**config.mk**
```make
export PLATFORM = sky130hd
export DESIGN_NAME = scan_code_fifo_flat
export DESIGN_NICKNAME = d
export VERILOG_FILES = /design/src/rtl/scan_code_pkg.sv /design/src/rtl/scan_code_fifo_if.sv /design/src/rtl/rise_detect.sv /design/src/rtl/scan_code_fifo.sv /design/src/flat_wrapper.sv
export SDC_FILE = /design/constraint.sdc
export NUM_CORES = 1
export LEC_CHECK = 0
export BUFFER_PORTS_ARGS = -buffer_cell sky130_fd_sc_hd__buf_2
export CAP_MARGIN = 20
export CORE_ASPECT_RATIO = 0.9
export CORE_MARGIN = 8
export CORE_UTILIZATION = 57
export DETAILED_ROUTE_END_ITERATION = 10
export GPL_TIMING_DRIVEN = 0
export PLACE_DENSITY = 0.88
export REMOVE_ABC_BUFFERS = 1
export SLEW_MARGIN = 5
export SYNTH_ARGS = -nofsm -noshare
export SYNTH_HDL_FRONTEND = slang
export SYNTH_SLANG_ARGS = --single-unit
```
**constraint.sdc**
```tcl
create_clock -name clk -period 3 [get_ports clk]
set_input_delay 0.15 -clock clk [delete_from_list [all_inputs] [get_ports clk]]
set_output_delay 0.15 -clock clk [all_outputs]
set_load 0.02 [all_outputs]
```
**src/rtl/scan_code_pkg.sv**
```systemverilog
// Shared types and PS/2 scan-code constants for the keypad decoder.
package scan_code_pkg;

   typedef enum logic [1:0] {
      KC_DIGIT = 2'd0,
      KC_ENTER = 2'd1,
      KC_BKSP  = 2'd2,
      KC_ESC   = 2'd3
   } key_class_e;

   typedef struct packed {
      key_class_e cls;
      logic [3:0] num;
   } key_entry_t;

   typedef struct packed {
      logic       known;
      key_entry_t entry;
   } decode_t;

   localparam logic [7:0] BREAK_PREFIX = 8'hF0;

   localparam logic [7:0] SC_TOP_0 = 8'h45;
   localparam logic [7:0] SC_TOP_1 = 8'h16;
   localparam logic [7:0] SC_TOP_2 = 8'h1E;
   localparam logic [7:0] SC_TOP_3 = 8'h26;
   localparam logic [7:0] SC_TOP_4 = 8'h25;
   localparam logic [7:0] SC_TOP_5 = 8'h2E;
   localparam logic [7:0] SC_TOP_6 = 8'h36;
   localparam logic [7:0] SC_TOP_7 = 8'h3D;
   localparam logic [7:0] SC_TOP_8 = 8'h3E;
   localparam logic [7:0] SC_TOP_9 = 8'h46;

   localparam logic [7:0] SC_PAD_0 = 8'h70;
   localparam logic [7:0] SC_PAD_1 = 8'h69;
   localparam logic [7:0] SC_PAD_2 = 8'h72;
   localparam logic [7:0] SC_PAD_3 = 8'h7A;
   localparam logic [7:0] SC_PAD_4 = 8'h6B;
   localparam logic [7:0] SC_PAD_5 = 8'h73;
   localparam logic [7:0] SC_PAD_6 = 8'h74;
   localparam logic [7:0] SC_PAD_7 = 8'h6C;
   localparam logic [7:0] SC_PAD_8 = 8'h75;
   localparam logic [7:0] SC_PAD_9 = 8'h7D;

   localparam logic [7:0] SC_ENTER = 8'h5A;
   localparam logic [7:0] SC_BKSP  = 8'h66;
   localparam logic [7:0] SC_ESC   = 8'h76;

endpackage

```
**src/rtl/scan_code_fifo_if.sv**
```systemverilog
// Receiver-side inputs and decoded-key FIFO outputs of scan_code_fifo.
interface scan_code_fifo_if
   import scan_code_pkg::*;
#(
   parameter int unsigned DEPTH = 4
);
   logic [15:0]           code;
   logic                  status;
   logic                  key_ready;
   logic                  clr_overflow;
   logic                  key_valid;
   key_class_e            key_class;
   logic [3:0]            key_num;
   logic [$clog2(DEPTH):0] count;
   logic                  hit;
   logic                  unknown;
   logic                  overflow;

   modport slave (
      input  code, status, key_ready, clr_overflow,
      output key_valid, key_class, key_num, count, hit, unknown, overflow
   );

   modport master (
      output code, status, key_ready, clr_overflow,
      input  key_valid, key_class, key_num, count, hit, unknown, overflow
   );
endinterface

```
**src/rtl/rise_detect.sv**
```systemverilog
// Registers a level and flags its low-to-high transition combinationally.
module rise_detect (
   input  logic clk,
   input  logic rst_n,
   input  logic i_level,
   output logic o_rise
);
   logic r_level;

   always_ff @(posedge clk or negedge rst_n) begin
      if (!rst_n) r_level <= 1'b0;
      else        r_level <= i_level;
   end

   assign o_rise = i_level & ~r_level;
endmodule

```
**src/rtl/scan_code_fifo.sv**
```systemverilog
// PS/2 key decoder: classifies scan codes on status edges and queues them in a FIFO.
module scan_code_fifo
   import scan_code_pkg::*;
#(
   parameter int unsigned DEPTH     = 4,
   parameter int unsigned MAKE_MODE = 0,
   parameter int unsigned KEYPAD_EN = 1
) (
   input  logic             clk,
   input  logic             rst_n,
   scan_code_fifo_if.slave  bus
);
   localparam int unsigned PTR_W = $clog2(DEPTH);
   localparam int unsigned CNT_W = PTR_W + 1;

   function automatic decode_t decode(logic [7:0] b, logic keypad);
      decode_t d;
      d.known     = 1'b1;
      d.entry.cls = KC_DIGIT;
      d.entry.num = 4'd0;
      case (b)
         SC_TOP_0: d.entry.num = 4'd0;
         SC_TOP_1: d.entry.num = 4'd1;
         SC_TOP_2: d.entry.num = 4'd2;
         SC_TOP_3: d.entry.num = 4'd3;
         SC_TOP_4: d.entry.num = 4'd4;
         SC_TOP_5: d.entry.num = 4'd5;
         SC_TOP_6: d.entry.num = 4'd6;
         SC_TOP_7: d.entry.num = 4'd7;
         SC_TOP_8: d.entry.num = 4'd8;
         SC_TOP_9: d.entry.num = 4'd9;
         SC_PAD_0: begin d.entry.num = 4'd0; d.known = keypad; end
         SC_PAD_1: begin d.entry.num = 4'd1; d.known = keypad; end
         SC_PAD_2: begin d.entry.num = 4'd2; d.known = keypad; end
         SC_PAD_3: begin d.entry.num = 4'd3; d.known = keypad; end
         SC_PAD_4: begin d.entry.num = 4'd4; d.known = keypad; end
         SC_PAD_5: begin d.entry.num = 4'd5; d.known = keypad; end
         SC_PAD_6: begin d.entry.num = 4'd6; d.known = keypad; end
         SC_PAD_7: begin d.entry.num = 4'd7; d.known = keypad; end
         SC_PAD_8: begin d.entry.num = 4'd8; d.known = keypad; end
         SC_PAD_9: begin d.entry.num = 4'd9; d.known = keypad; end
         SC_ENTER: d.entry.cls = KC_ENTER;
         SC_BKSP:  d.entry.cls = KC_BKSP;
         SC_ESC:   d.entry.cls = KC_ESC;
         default:  d.known = 1'b0;
      endcase
      return d;
   endfunction

   logic             w_rise;
   logic             w_qual;
   logic             w_edge;
   logic             w_full;
   logic             w_pop;
   logic             w_push;
   logic             w_drop;
   decode_t          w_dec;

   key_entry_t       r_mem [DEPTH];
   logic [PTR_W-1:0] r_wptr;
   logic [PTR_W-1:0] r_rptr;
   logic [CNT_W-1:0] r_count;
   logic             r_hit;
   logic             r_unknown;
   logic             r_overflow;

   rise_detect u_rise_detect (
      .clk     (clk),
      .rst_n   (rst_n),
      .i_level (bus.status),
      .o_rise  (w_rise)
   );

   assign w_qual = (MAKE_MODE != 0) ? (bus.code[15:8] != BREAK_PREFIX)
                                    : (bus.code[15:8] == BREAK_PREFIX);
   assign w_dec  = decode(bus.code[7:0], KEYPAD_EN != 0);
   assign w_edge = w_rise & w_qual;
   assign w_full = (r_count == CNT_W'(DEPTH));
   assign w_pop  = (r_count != '0) & bus.key_ready;
   // A full FIFO still accepts a push when the head leaves in the same cycle.
   assign w_push = w_edge & w_dec.known & (~w_full | w_pop);
   assign w_drop = w_edge & w_dec.known & w_full & ~w_pop;

   always_ff @(posedge clk or negedge rst_n) begin
      if (!rst_n) begin
         for (int i = 0; i < int'(DEPTH); i++) r_mem[i] <= '0;
      end else if (w_push) begin
         r_mem[r_wptr] <= w_dec.entry;
      end
   end

   always_ff @(posedge clk or negedge rst_n) begin
      if (!rst_n) begin
         r_wptr     <= '0;
         r_rptr     <= '0;
         r_count    <= '0;
         r_hit      <= 1'b0;
         r_unknown  <= 1'b0;
         r_overflow <= 1'b0;
      end else begin
         r_hit     <= w_edge & w_dec.known;
         r_unknown <= w_edge & ~w_dec.known;
         if (w_push) r_wptr <= r_wptr + 1'b1;
         if (w_pop)  r_rptr <= r_rptr + 1'b1;
         case ({w_push, w_pop})
            2'b10:   r_count <= r_count + 1'b1;
            2'b01:   r_count <= r_count - 1'b1;
            default: r_count <= r_count;
         endcase
         if (w_drop)                r_overflow <= 1'b1;
         else if (bus.clr_overflow) r_overflow <= 1'b0;
      end
   end

   assign bus.key_valid = (r_count != '0);
   assign bus.key_class = r_mem[r_rptr].cls;
   assign bus.key_num   = r_mem[r_rptr].num;
   assign bus.count     = r_count;
   assign bus.hit       = r_hit;
   assign bus.unknown   = r_unknown;
   assign bus.overflow  = r_overflow;
endmodule

```
**src/flat_wrapper.sv**
```systemverilog
// flat-port wrapper written by rule: the top's interface ports become plain ports
module scan_code_fifo_flat import scan_code_pkg::*;
#(
   parameter int unsigned DEPTH     = 4,
   parameter int unsigned MAKE_MODE = 0,
   parameter int unsigned KEYPAD_EN = 1
)
  (clk, rst_n, bus_code, bus_status, bus_key_ready, bus_clr_overflow, bus_key_valid, bus_key_class, bus_key_num, bus_count, bus_hit, bus_unknown, bus_overflow);
  scan_code_fifo_if #(.DEPTH(DEPTH)) bus_i ();
  input  logic clk;
  input  logic rst_n;
  input wire logic [$bits(bus_i.code)-1:0] bus_code;
  input wire logic [$bits(bus_i.status)-1:0] bus_status;
  input wire logic [$bits(bus_i.key_ready)-1:0] bus_key_ready;
  input wire logic [$bits(bus_i.clr_overflow)-1:0] bus_clr_overflow;
  output wire logic [$bits(bus_i.key_valid)-1:0] bus_key_valid;
  output wire logic [$bits(bus_i.key_class)-1:0] bus_key_class;
  output wire logic [$bits(bus_i.key_num)-1:0] bus_key_num;
  output wire logic [$bits(bus_i.count)-1:0] bus_count;
  output wire logic [$bits(bus_i.hit)-1:0] bus_hit;
  output wire logic [$bits(bus_i.unknown)-1:0] bus_unknown;
  output wire logic [$bits(bus_i.overflow)-1:0] bus_overflow;
  assign bus_i.code = bus_code;
  assign bus_i.status = bus_status;
  assign bus_i.key_ready = bus_key_ready;
  assign bus_i.clr_overflow = bus_clr_overflow;
  assign bus_key_valid = bus_i.key_valid;
  assign bus_key_class = bus_i.key_class;
  assign bus_key_num = bus_i.key_num;
  assign bus_count = bus_i.count;
  assign bus_hit = bus_i.hit;
  assign bus_unknown = bus_i.unknown;
  assign bus_overflow = bus_i.overflow;
  scan_code_fifo #(.DEPTH(DEPTH), .MAKE_MODE(MAKE_MODE), .KEYPAD_EN(KEYPAD_EN)) u_core (.clk(clk), .rst_n(rst_n), .bus(bus_i));
endmodule
```
Yosys cells after proc, flatten, opt, wreduce, memory -nomap -nowiden:

Cells that the tools add are included.

* output and inout port bits: 13
* word-level logic and storage cells: 90
* register bits: 35
* bits of input ports: 21

* equal/unequal tests: 27
* reduce and logical (&&, ||, !) cells: 14
* $lt $le $gt $ge: 3
* add/sub/neg operators: 4
* mux-type cells: 12
* bitwise gates (word level): 15

Operator list (count)
* 8-bit by 7-bit == test with 1-bit output, second input constant: 15
* 8-bit by 6-bit == test with 1-bit output, second input constant: 6
* 4-bit case mux with 9 select lines: 1
* 24-bit bitwise mux: 1
* 23-bit OR reduction: 1
* 6-bit two-way mux: 3
* 2-bit OR reduction: 9
* 8-bit by 5-bit == test with 1-bit output, second input constant: 2
* 6-bit binary-select mux with 2-bit select: 1
* 6-bit demux with 2-bit select: 1
* 1-bit bitwise AND: 8
* 8-bit == test, second input constant: 1
* 3-bit greater-or-equal comparator, second input constant: 2
* 2-bit inverter with 3-bit output: 2
* 2-bit case mux with 3 select lines: 1
* 3-bit case mux with 2 select lines: 1
* 2-bit by 1-bit adder with 2-bit output, second input constant: 2
* 1-bit inverter: 4
* 2-bit nonzero test: 2
* 3-bit by 1-bit adder with 3-bit output, second input constant: 1
* 3-bit == test, second input constant: 1
* 3-bit by 1-bit < comparator with 1-bit output, second input constant: 1
* 1-bit two-way mux: 3
* 3-bit nonzero test: 1
* other kinds (5): 5

Logic depth before layout (Yosys ltp):

Gate-level depths: netlist of the first run.

* depth after elaboration: 7
* mapped depth: 12
* depth with buffers taken out: 11

Cells and area by module:

Synthesis of the first run repeated with hierarchy kept, for this count alone.

* cell total of the unflattened synthesis: 191
* area, all modules: 2234.6 um2

By module, submodules not included
* scan_code_fifo: area an instance 2195.9 um2, times used 1, cells each 189, sequential area each 850.8 um2
* rise_detect: area an instance 38.8 um2, times used 1, cells each 2, sequential area each 25.0 um2

Least setup slack after synthesis of the first run:

No wires, ideal clock.

* path type: input to register
* start: in bus_code[0]
* end: reg u_core.r_count[2] (netlist: u_core.bus.count[2])
* data required time: 2936 ps
* slack: 424 ps
* buffers on the path: 1
* stages on the path: 12
* data arrival time: 2512 ps
* setup time: 64 ps
* cell sequence: buf_4 nand2b_4 or4_1 and4_4 nand4_2 nand2b_4 inv_4 nor2_1 fa_1 or4b_1 o21ai_0 a211o_1

* cells in the longest elaborated chain, start to end: 7
* elaborated cells between the ends (all ways): 31
* those cells by class: eq/ne (25); mux (2); bitwise (2); reduce/logical (2)

RTL lines
* from (decl): line flat_wrapper.sv:12 `input wire logic [$bits(bus_i.code)-1:0] bus_code;`
* 8-bit by 7-bit == test with 1-bit output, or another cell as far along: line scan_code_fifo.sv:21 `case (b)`
* 23-bit OR reduction (no source line) *
* 1-bit two-way mux *: line scan_code_fifo.sv:21
* 1-bit bitwise AND * (2 in a row): line scan_code_fifo.sv:81 `assign w_push = w_edge & w_dec.known & (~w_full | w_pop);`
* 2-bit by 1-bit == test with 1-bit output or 2-bit == test (tied branches): line scan_code_fifo.sv:105 `case ({w_push, w_pop})`
* 3-bit case mux with 2 select lines or 2-bit nonzero test (tied branches)
* to (signal assigned): line scan_code_fifo.sv:106 `2'b10: r_count <= r_count + 1'b1;`
* to (signal assigned): line scan_code_fifo.sv:107 `2'b01: r_count <= r_count - 1'b1;`
* to (signal assigned): line scan_code_fifo.sv:108 `default: r_count <= r_count;`
* to (decl): line scan_code_fifo.sv:62 `logic [CNT_W-1:0] r_count;`

Every way passes the cells marked *; elsewhere a longest branch is shown, timed or not.
A chain may end at the register's enable or synchronous reset.

Final worst setup path of the first run:

* start: in bus_code[2]
* end: reg u_core.r_count[2] (netlist: u_core.bus.count[2])

Same word-level chain as after synthesis.

==> impl_metrics.toml, run 1 <==
[timing]
max_freq_ghz = 0.380
grt_setup_unrepaired = "no"
min_period_over_period = 0.877
fin_setup_tns_ns = 0
hold_viol_final = 0
period_needed_ns = 2.63
worst_pin_slew_ns = 0.755
fin_skew_ns = 0.00747
setup_viol = 0
max-slew-margin-rel = 0.496
layout_setup_ws_ns = 0.370
drv_slew = 0

[floorplan]
start_util = 0.599
num_rows = 21
ios = 34
die_w_um = 82.2
coreArea_mm2 = 0.00376
die_area_mm2 = 0.00622
die_height_um = 75.6

[clock_network]
clock-sinks = 35
cts_max_path_buffers = 2
clkSlewWorstSetupHoldPaths_ns = 0.07
post_cts_buffers = 0
cts_tree = "done"
cts.hold.buffers_added = 2
ctsResizeCount = 0
cts_buffers = 5
htree_levels = 2
insertion_delay_ns = 0.29
cts_root_buffer = "clkbuf_8"

[power_and_ir_drop]
p_leak_nw = 1.29
powerDensity_mw_per_mm2 = 539
ir_drop_v = 0.000481

[synthesis]
ys_ff_latch = 35
ys_types = 56
synthMuxAreaShare = 0.221
netlist_area_mm2 = 0.00225
avgSynthCellArea_um2 = 11.6
synth_warnings = 0
synth_seq_area_share = 0.389
ys.flop_type = "dfrtp_1"
synth_top_family_by_area = "simple AND/OR/NAND/NOR gates"
synthesis.instances = 194
yosys.area_share.simple = 0.233
synth-xor-area-share = 0.0233
async_flop_share = 1.00
synth_edf_count = 0
synth_compound_area_frac = 0.0656
synth_fa_ha_area_frac = 0.0311

[route]
avgRoutedWirePerCell_um = 16.7
post-route-drc-count = 0
vias = 1648
drtAntennaViolNets = 0
drt_iter0_drc = 96
routed_via_density = 6.04
drt_first_pass_iters = 4
totalWireLength_um = 4550

[job]
drv_cap = 0

[critical_path]
max_stage_delay_ns = 0.55
start_kind = "input pin"
critPathArrivalTime_ns = 2.86
crit_family = "simple AND/OR/NAND/NOR gates"
crit_slowest_cell = "or4_1"
path_cells = "buf_2, nand2b_1, or4_1, and4_4, nand4_2, nand2b_4, inv_4, nor2_1, fa_1, or4b_1, o21ai_0, a211o_1"
critPathBufInv = 2
endpoint_kind = "register"
worstPathRequired_ns = 3.23
reg2reg_slack_ns = 0.65
worstPathMaxFanout = 17
critPathKind = "in2reg"

[placement]
dp_slack_ns = 0.100
hpwlAfterDp_um = 3320
gp_congestion = 0.897
port_buffers = 33
dp.cells = 263
dpl_cell_area_mm2 = 0.00242

[grt]
antenna_found_initial = 0
grt_max_degree = 36
grt_pass1_vias = 1704
overflow = 0
grt_pass1_wl_um = 7780
grt_use_total = 0.161

[finish]
fin_area_mm2 = 0.00257
area_delta_synth_final_pct = 14.3
utilization = 0.685
layout_commonest_cell = "dfrtp_1"
drive_gt1_frac = 0.330
num_antenna_cells = 0
nets = 252
instances_no_fill = 273
layout_common_cells = "35 x dfrtp_1, 33 x buf_2, 16 x mux2_4"

[worst_hold_path]
hold_class = "in2reg"

[outcome]
outcome = "finished clean"
## kinds of logic (layout without fill, tap and decap cells)
family | Yosys count | after routing
simple gates | 78 | 78
flops | 35 | 35
mux | 33 | 33
compound gates | 21 | 21
buf+inv | 16 | 49
xor+xnor | 6 | 6
fa+ha+maj | 5 | 5
## sequential cells by signal, summed over array words and instances, names as in the netlist
signal and cells:
u_core.u_rise_detect.r_level 1, u_core.r_mem 24, u_core.r_wptr 2, u_core.bus.hit 1, u_core.bus.overflow 1, u_core.bus.count 3, u_core.r_rptr 2, u_core.bus.unknown 1
## worst register-to-register path: cells and delay by family (launching register included)
kind | cells | cell delay, ns
fa+ha+maj | 1 | 0.41
compound gates | 2 | 0.23
buf+inv | 1 | 0.10
simple gates | 5 | 1.19
flops | 1 | 0.37
## layer usage
layer,track usage,share of wire
met5,0,0
met4,0.0525,0.015
met3,0.0483,0.071
met2,0.245,0.45
met1,0.213,0.46
## report_power, final
| part | internal (mW) | switching [mW] |
|---|---|---|
| clock network | 0.331 | 0.174 |
| registers | 0.507 | 0.0814 |
| logic | 0.141 | 0.151 |
## through the flow
step | hold WS (ns) | total power [mW]
3_5_place_dp | 0.266 | 0.892
3_3_place_gp | 0.252 | 0.883
5_1_grt | 0.0606 | 1.46
4_1_cts | 0.0613 | 1.40
2_1_floorplan | -0.146 | 0.780
6_report | 0.0653 | 1.39
## synth_stat cells (2+ instances only)
library cell,instances,area [um^2]
nand2_4,4,45.0
o21ai_0,4,20.0
ha_1,4,50.1
inv_1,5,18.8
and2_1,2,12.5
mux2_1,9,101
clkbuf_1,3,11.3
nand2b_1,11,68.8
nor3_1,4,20.0
o22ai_1,4,25.0
nand2_1,13,48.8
or4b_1,3,30.0
nand3b_1,6,45.0
nand3_1,6,30.0
xnor2_1,5,43.8
nand2b_4,2,27.5
a21oi_1,2,10.0
nand4bb_1,2,22.5
or4_1,3,22.5
nor4_1,4,25.0
buf_2,4,20.0
mux2_4,16,240
nor2_1,6,22.5
dfrtp_1,35,876
mux4_2,6,135
## worst paths after layout
| kind | start | endpoint | cells after the start |
|---|---|---|---|
| worst max-delay path | bus_code[2] | u_core.bus.count[2]$_DFFE_PN0P_ | 12 |
| worst min-delay path | bus_clr_overflow | u_core.bus.overflow$_DFFE_PN0P_ | 2 |
| worst max register to register | u_core.u_rise_detect.r_level$_DFF_PN0_ | u_core.bus.count[2]$_DFFE_PN0P_ | 9 |
| worst min register to register | u_core.r_mem[22]$_DFFE_PN0P_ | u_core.r_mem[22]$_DFFE_PN0P_ | 1 |
| max in group asynchronous | rst_n | u_core.bus.unknown$_DFF_PN0_ | 2 |
| min in group asynchronous | rst_n | u_core.r_mem[13]$_DFFE_PN0P_ | 2 |
## cell type report
cell class                 instances  area (um^2)
clock buffer                       5         68.8
clock inverter                     3         67.6
fill                             278         1180
inverter                           6         25.0
multi-input combinational        143         1290
sequential                        35          876
tap                               46         57.6
timing repair buffer              35          185
Note: power is estimated with default switching activity, not from simulation.
==> run 2, diff against run 1 <==
--- a/config.mk
+++ b/config.mk
@@ -5,14 +5,15 @@
 export SDC_FILE = /design/constraint.sdc
 export NUM_CORES = 1
 export LEC_CHECK = 0
+export ABC_AREA = 1
 export BUFFER_PORTS_ARGS = -buffer_cell sky130_fd_sc_hd__buf_2
 export CAP_MARGIN = 20
 export CORE_ASPECT_RATIO = 0.9
 export CORE_MARGIN = 8
-export CORE_UTILIZATION = 57
+export CORE_UTILIZATION = 56
 export DETAILED_ROUTE_END_ITERATION = 10
 export GPL_TIMING_DRIVEN = 0
-export PLACE_DENSITY = 0.88
+export PLACE_DENSITY = 0.87
 export REMOVE_ABC_BUFFERS = 1
 export SLEW_MARGIN = 5
 export SYNTH_ARGS = -nofsm -noshare
==> impl_metrics.toml, run 2 <==
[grt]
grt_pass1_vias = 2010
grt_use_total = 0.176
overflow = 0
grt_pass1_wl_um = 8430
antenna_found_initial = 0
grt_max_degree = 36

[finish]
utilization = 0.666
area_delta_synth_final_pct = 15.4
n_fill_cell = 320
top_register = "u_core.r_mem"
layout_common_cells = "93 x nand2_1, 50 x nor2_1, 35 x dfrtp_1"
drive_gt1_frac = 0.177
largest_register_ffs = 24
layout_commonest_cell = "nand2_1"
num_antenna_cells = 0
nets = 359

[synthesis]
ys_top_cells_by_area = "dfrtp_1 41%, nand2_1 16%, nor2_1 8.8%, o21ai_1 5.4%, inv_1 5.0%"
synth.largest_area_cell = "dfrtp_1"
ys.flop_type = "dfrtp_1"
synth_commonest_cells = "93 x nand2_1, 50 x nor2_1, 35 x dfrtp_1, 28 x inv_1, 23 x o21ai_1"
netlist_area_mm2 = 0.00212
ys_types = 25
avgSynthCellArea_um2 = 7.14
post-synth-top-count-cell = "nand2_1"
ys_ff_latch = 35
synth_top_area_share = 0.413
async_flop_share = 1.00
synth_edf_count = 0
synth_seq_area_share = 0.413
synth_warnings = 0
synthesis.instances = 297

[floorplan]
die_area_mm2 = 0.00602
num_rows = 21
coreArea_mm2 = 0.00368
die_height_um = 74.4
start_util = 0.577
die_w_um = 80.9
ios = 34

[critical_path]
endpoint_kind = "register"
reg2regPathDepth = 11
critPathKind = "reg2reg"
timing.rr.end = "u_core.bus.count[2]$_DFFE_PN0P_"
reg2reg_slack_ns = 1.01
start_kind = "register"
critPathArrivalTime_ns = 2.17
r2r-start = "u_core.bus.count[0]$_DFFE_PN0P_"
worstPathMaxFanout = 5
worstPathRequired_ns = 3.18

[timing]
setup_viol = 0
worst_pin_slew_ns = 0.780
grt_setup_unrepaired = "no"
min_period_over_period = 0.663
whs_ns = 0.0533
max-slew-margin-rel = 0.480
fin_setup_tns_ns = 0
max_freq_ghz = 0.503
layout_setup_ws_ns = 1.01
fin_skew_ns = 0.00756
period_needed_ns = 1.99
drv_slew = 0
hold_viol_final = 0

[clock_network]
clock-sinks = 35
cts_tree = "done"
cts_max_path_buffers = 2
insertion_delay_ns = 0.29
clkSlewWorstSetupHoldPaths_ns = 0.07
htree_levels = 2
cts_root_buffer = "clkbuf_8"
cts_buffers = 5

[power_and_ir_drop]
powerDensity_mw_per_mm2 = 668
ir_drop_v = 0.000281
power_frac_clock = 0.310
p_seq_frac = 0.355
p_leak_nw = 1.33
switching_share = 0.374
p_int_mw = 1.02
combinationalPowerShare = 0.335
power_switching_uw = 612

[route]
drtAntennaViolNets = 0
drt_iter0_drc = 119
vias = 2024
drt_first_pass_iters = 4
post-route-drc-count = 0
routed_via_density = 5.33
avgRoutedWirePerCell_um = 12.7
totalWireLength_um = 4820

[placement]
hpwlAfterDp_um = 3520
gp_congestion = 0.936
port_buffers = 33
dp_slack_ns = 0.879

[job]
drv_cap = 0

[worst_hold_path]
hold_path_startpoint = "bus_clr_overflow"
hold_end = "u_core.bus.overflow$_DFFE_PN0P_"
hold_class = "in2reg"
hold_depth = 2

[outcome]
outcome = "finished clean"
run 2: cell types whose count changed in the layout (fill, tap and decap cells not counted), sizes merged, moves of 5 or more:
| cell | delta |
|---|---|
| nand2 | +82 |
| nor2 | +48 |
| o21ai | +32 |
| mux2 | -26 |
| inv | +24 |
| nand2b | -13 |
| nand3 | +8 |
| mux4 | -6 |
| nand3b | -6 |
| xnor2 | -5 |
run 2: cell type report:
type | instances | area (um^2) | area share
well taps | 46 | 57.6 | 0.0235
repair buffers | 35 | 185 | 0.0756
inverters | 30 | 115 | 0.0470
clock buffers | 5 | 68.8 | 0.0281
clock inverters | 3 | 67.6 | 0.0276
multi-input cells | 226 | 1080 | 0.440
flip-flops and latches | 35 | 876 | 0.358
run 2: worst max-delay path by stage:
stage | end | depth (start not counted) | start | slack (ns)
3_5_place_dp | u_core.bus.count[2]$_DFFE_PN0P_ | 18 | bus_code[7] | 0.88
5_1_grt | u_core.bus.count[2]$_DFFE_PN0P_ | 11 | u_core.bus.count[0]$_DFFE_PN0P_ | 0.81
4_1_cts | u_core.bus.count[2]$_DFFE_PN0P_ | 11 | u_core.bus.count[0]$_DFFE_PN0P_ | 1.02
2_1_floorplan | u_core.bus.count[2]$_DFFE_PN0P_ | 11 | u_core.bus.count[0]$_DFFE_PN0P_ | 0.99
3_3_place_gp | u_core.bus.count[2]$_DFFE_PN0P_ | 18 | bus_code[7] | 0.91
6_report | u_core.bus.count[2]$_DFFE_PN0P_ | 11 | u_core.bus.count[0]$_DFFE_PN0P_ | 1.01
run 2: through the flow:
| stage | std cells | area, um^2 | power, mW |
|---|---|---|---|
| CTS | 380 | 2450 | 1.64 |
| finish | 380 | 2450 | 1.64 |
| floorplan | 291 | 2070 | 0.946 |
| global placement | 370 | 2290 | 1.12 |
| global route | 380 | 2450 | 1.73 |
| detailed placement | 370 | 2290 | 1.13 |
run 2: timing repair:
action	4_1_cts	5_1_grt
setup buffers	0	0
hold buffers	2	0
hold endpoints to repair	36	0
resized for setup	0	0
run 2: per-layer routing:
metal | routed length, um | global-route usage | vias up | part of all wire
li1 | - | - | 1011 | -
met2 | 2360 | 0.299 | 57 | 0.49
met3 | 259 | 0.0399 | 7 | 0.054
met5 | 0 | 0 | - | 0
met1 | 2140 | 0.212 | 949 | 0.44
met4 | 60 | 0.0634 | 0 | 0.012
run 2: power by group through the flow:
stage	Clock (mW)	Combinational, mW	Sequential (mW)
2_1_floorplan	0	0.353	0.593
3_3_place_gp	0	0.531	0.584
3_5_place_dp	0	0.545	0.586
4_1_cts	0.510	0.550	0.579
5_1_grt	0.535	0.608	0.588
6_report	0.507	0.547	0.581
run 2: worst max-delay path: stages (launching register included):
cell	delay (ns)
dfrtp_1	0.43
nor2_1	0.18
nand2_1	0.10
nand2_1	0.18
inv_1	0.11
nand2_1	0.12
inv_1	0.06
fa_1	0.40
inv_1	0.09
nand2_1	0.06
nand3_1	0.10
nand2_1	0.06
run 2: cells by family (layout without fill, tap and decap cells):
group / count (synthesis) / after routing / synth area share
AOI/OAI and AO/OA: 44 / 44 / 0.110
xor gates and xnor gates: 2 / 2 / 0.00826
adders and majority gates: 5 / 5 / 0.0330
buffers and inverters: 36 / 73 / 0.0790
DFF: 35 / 35 / 0.413
and+or+nand+nor: 175 / 175 / 0.357
==> run 3, diff against run 2 <==
==> constraint.sdc (replaced) <==
create_clock -name clk -period 1.88 [get_ports clk]
set_input_delay 0.094 -clock clk [delete_from_list [all_inputs] [get_ports clk]]
set_output_delay 0.094 -clock clk [all_outputs]
set_load 0.02 [all_outputs]
==> impl_metrics.toml, run 3 (synthesis results as in run 2) <==
[power_and_ir_drop]
combinationalPowerShare = 0.349
ir_drop_v = 0.000446
total_power_mw = 2.66
p_int_mw = 1.67
switching_share = 0.374
power_frac_clock = 0.303
power_switching_uw = 995
p_leak_nw = 1.34
powerDensity_mw_per_mm2 = 1070
p_seq_frac = 0.348

[route]
post-route-drc-count = 0
drt_iter0_drc = 138
drtAntennaViolNets = 0
routed_via_density = 5.29
drt_first_pass_iters = 4
vias = 2026
avgRoutedWirePerCell_um = 13.0
totalWireLength_um = 4980

[grt]
grt_max_degree = 36
antenna_found_initial = 0
grt_pass1_vias = 2018
grt_pass1_wl_um = 8470
overflow = 0
grt_use_total = 0.176

[critical_path]
critPathArrivalTime_ns = 1.95
start_kind = "input pin"
critPathKind = "in2reg"
endpoint_kind = "register"
worstPathRequired_ns = 2.06
worstPathMaxFanout = 4

[timing]
worst_pin_slew_ns = 0.765
period_needed_ns = 1.78
max_freq_ghz = 0.563
setup_viol = 0
drv_slew = 0
grt_setup_unrepaired = "yes"
max-slew-margin-rel = 0.490
min_period_over_period = 0.945
fin_skew_ns = 0.00895
hold_viol_final = 0

[finish]
num_antenna_cells = 0
top_register = "u_core.r_mem"
largest_register_ffs = 24
area_delta_synth_final_pct = 17.4
n_fill_cell = 304
drive_gt1_frac = 0.208
layout_commonest_cell = "nand2_1"
multi_input_area_mm2 = 0.00109
seq_area_um2 = 878
utilization = 0.677
nets = 362
layout_common_cells = "92 x nand2_1, 46 x nor2_1, 33 x buf_2, 33 x dfrtp_1, 27 x inv_1"
fin_area_mm2 = 0.00249

[clock_network]
clkSlewWorstSetupHoldPaths_ns = 0.07
htree_levels = 2
cts_root_buffer = "clkbuf_8"
insertion_delay_ns = 0.29
cts_max_path_buffers = 2
clock-sinks = 35
cts_tree = "done"
cts_buffers = 5

[outcome]
outcome = "finished clean"

[placement]
port_buffers = 33
gp_congestion = 0.936
dpl_cell_area_mm2 = 0.00229
hpwlAfterDp_um = 3520

[floorplan]
die_w_um = 80.9
coreArea_mm2 = 0.00368
die_height_um = 74.4
start_util = 0.577
num_rows = 21
ios = 34
die_area_mm2 = 0.00602

[job]
drv_cap = 0

[worst_hold_path]
hold_class = "in2reg"
## run 3: metrics by stage
stage / setup TNS (ns) / hold WS (ns) / std cells / worst slack (ns)
finish: 0 / 0.203 / 383 / 0.104
global route: -0.0200 / 0.233 / 383 / -0.0200
CTS: 0 / 0.178 / 382 / 0.0279
detailed placement: -0.223 / 0.205 / 370 / -0.185
global placement: -0.169 / 0.201 / 370 / -0.156
floorplan: -0.146 / -0.202 / 291 / -0.133
## run 3: power groups by stage
stage | Combinational [mW] | Clock (mW) | Sequential (mW)
after floorplan | 0.564 | 0 | 0.946
after global placement | 0.848 | 0 | 0.933
after detailed placement | 0.870 | 0 | 0.935
after CTS | 0.913 | 0.813 | 0.917
after global routing | 1.03 | 0.852 | 0.934
final | 0.931 | 0.806 | 0.926
## run 3: per-layer routing
layer / wire length, um / global-route usage / share of wire
met5: 0 / 0 / 0
met1: 2210 / 0.213 / 0.44
met4: 21 / 0.0634 / 0.0042
met2: 2520 / 0.300 / 0.51
met3: 236 / 0.0399 / 0.047
## run 3: layout make-up
type,instances,area share
clock buffer,5,0.0276
clock inverter,3,0.0271
inverter,30,0.0462
multi-input combinational,226,0.439
sequential,35,0.353
tap,46,0.0231
timing repair buffer,38,0.0844
## run 3: final timing paths
kind / depth (start not counted) / slack (ns) / from / endpoint
setup / recovery: 14 / 0.10 / bus_status / u_core.bus.count[2]$_DFFE_PN0P_
hold / removal: 6 / 0.20 / bus_code[8] / u_core.bus.unknown$_DFF_PN0_
setup reg to reg: 11 / 0.12 / u_core.bus.count[1]$_DFFE_PN0P_ / u_core.bus.count[2]$_DFFE_PN0P_
hold reg to reg: 2 / 0.49 / u_core.r_mem[7]$_DFFE_PN0P_ / u_core.r_mem[7]$_DFFE_PN0P_
max in group asynchronous: 2 / 0.93 / rst_n / u_core.bus.count[1]$_DFFE_PN0P_
min in group asynchronous: 2 / 0.40 / rst_n / u_core.r_mem[5]$_DFFE_PN0P_
## run 3: what timing repair did
action | CTS | global route
setup buffers | 1 | 1
setup endpoints to repair | 1 | 7
hold endpoints to repair | 37 | 0
resized for setup | 2 | 7
pin swaps | 0 | 2
hold buffers | 3 | 0
## run 3: critical path, stage by stage
cell and delay, ns:
dlygate4sd3_1 0.52, buf_2 0.11, inv_1 0.04, nor2_2 0.09
nand3_1 0.11, inv_2 0.10, nand2_4 0.07, nand2_1 0.10
inv_1 0.06, fa_2 0.35, inv_1 0.08, nand2_1 0.06
nand3_1 0.10, nand2_1 0.06
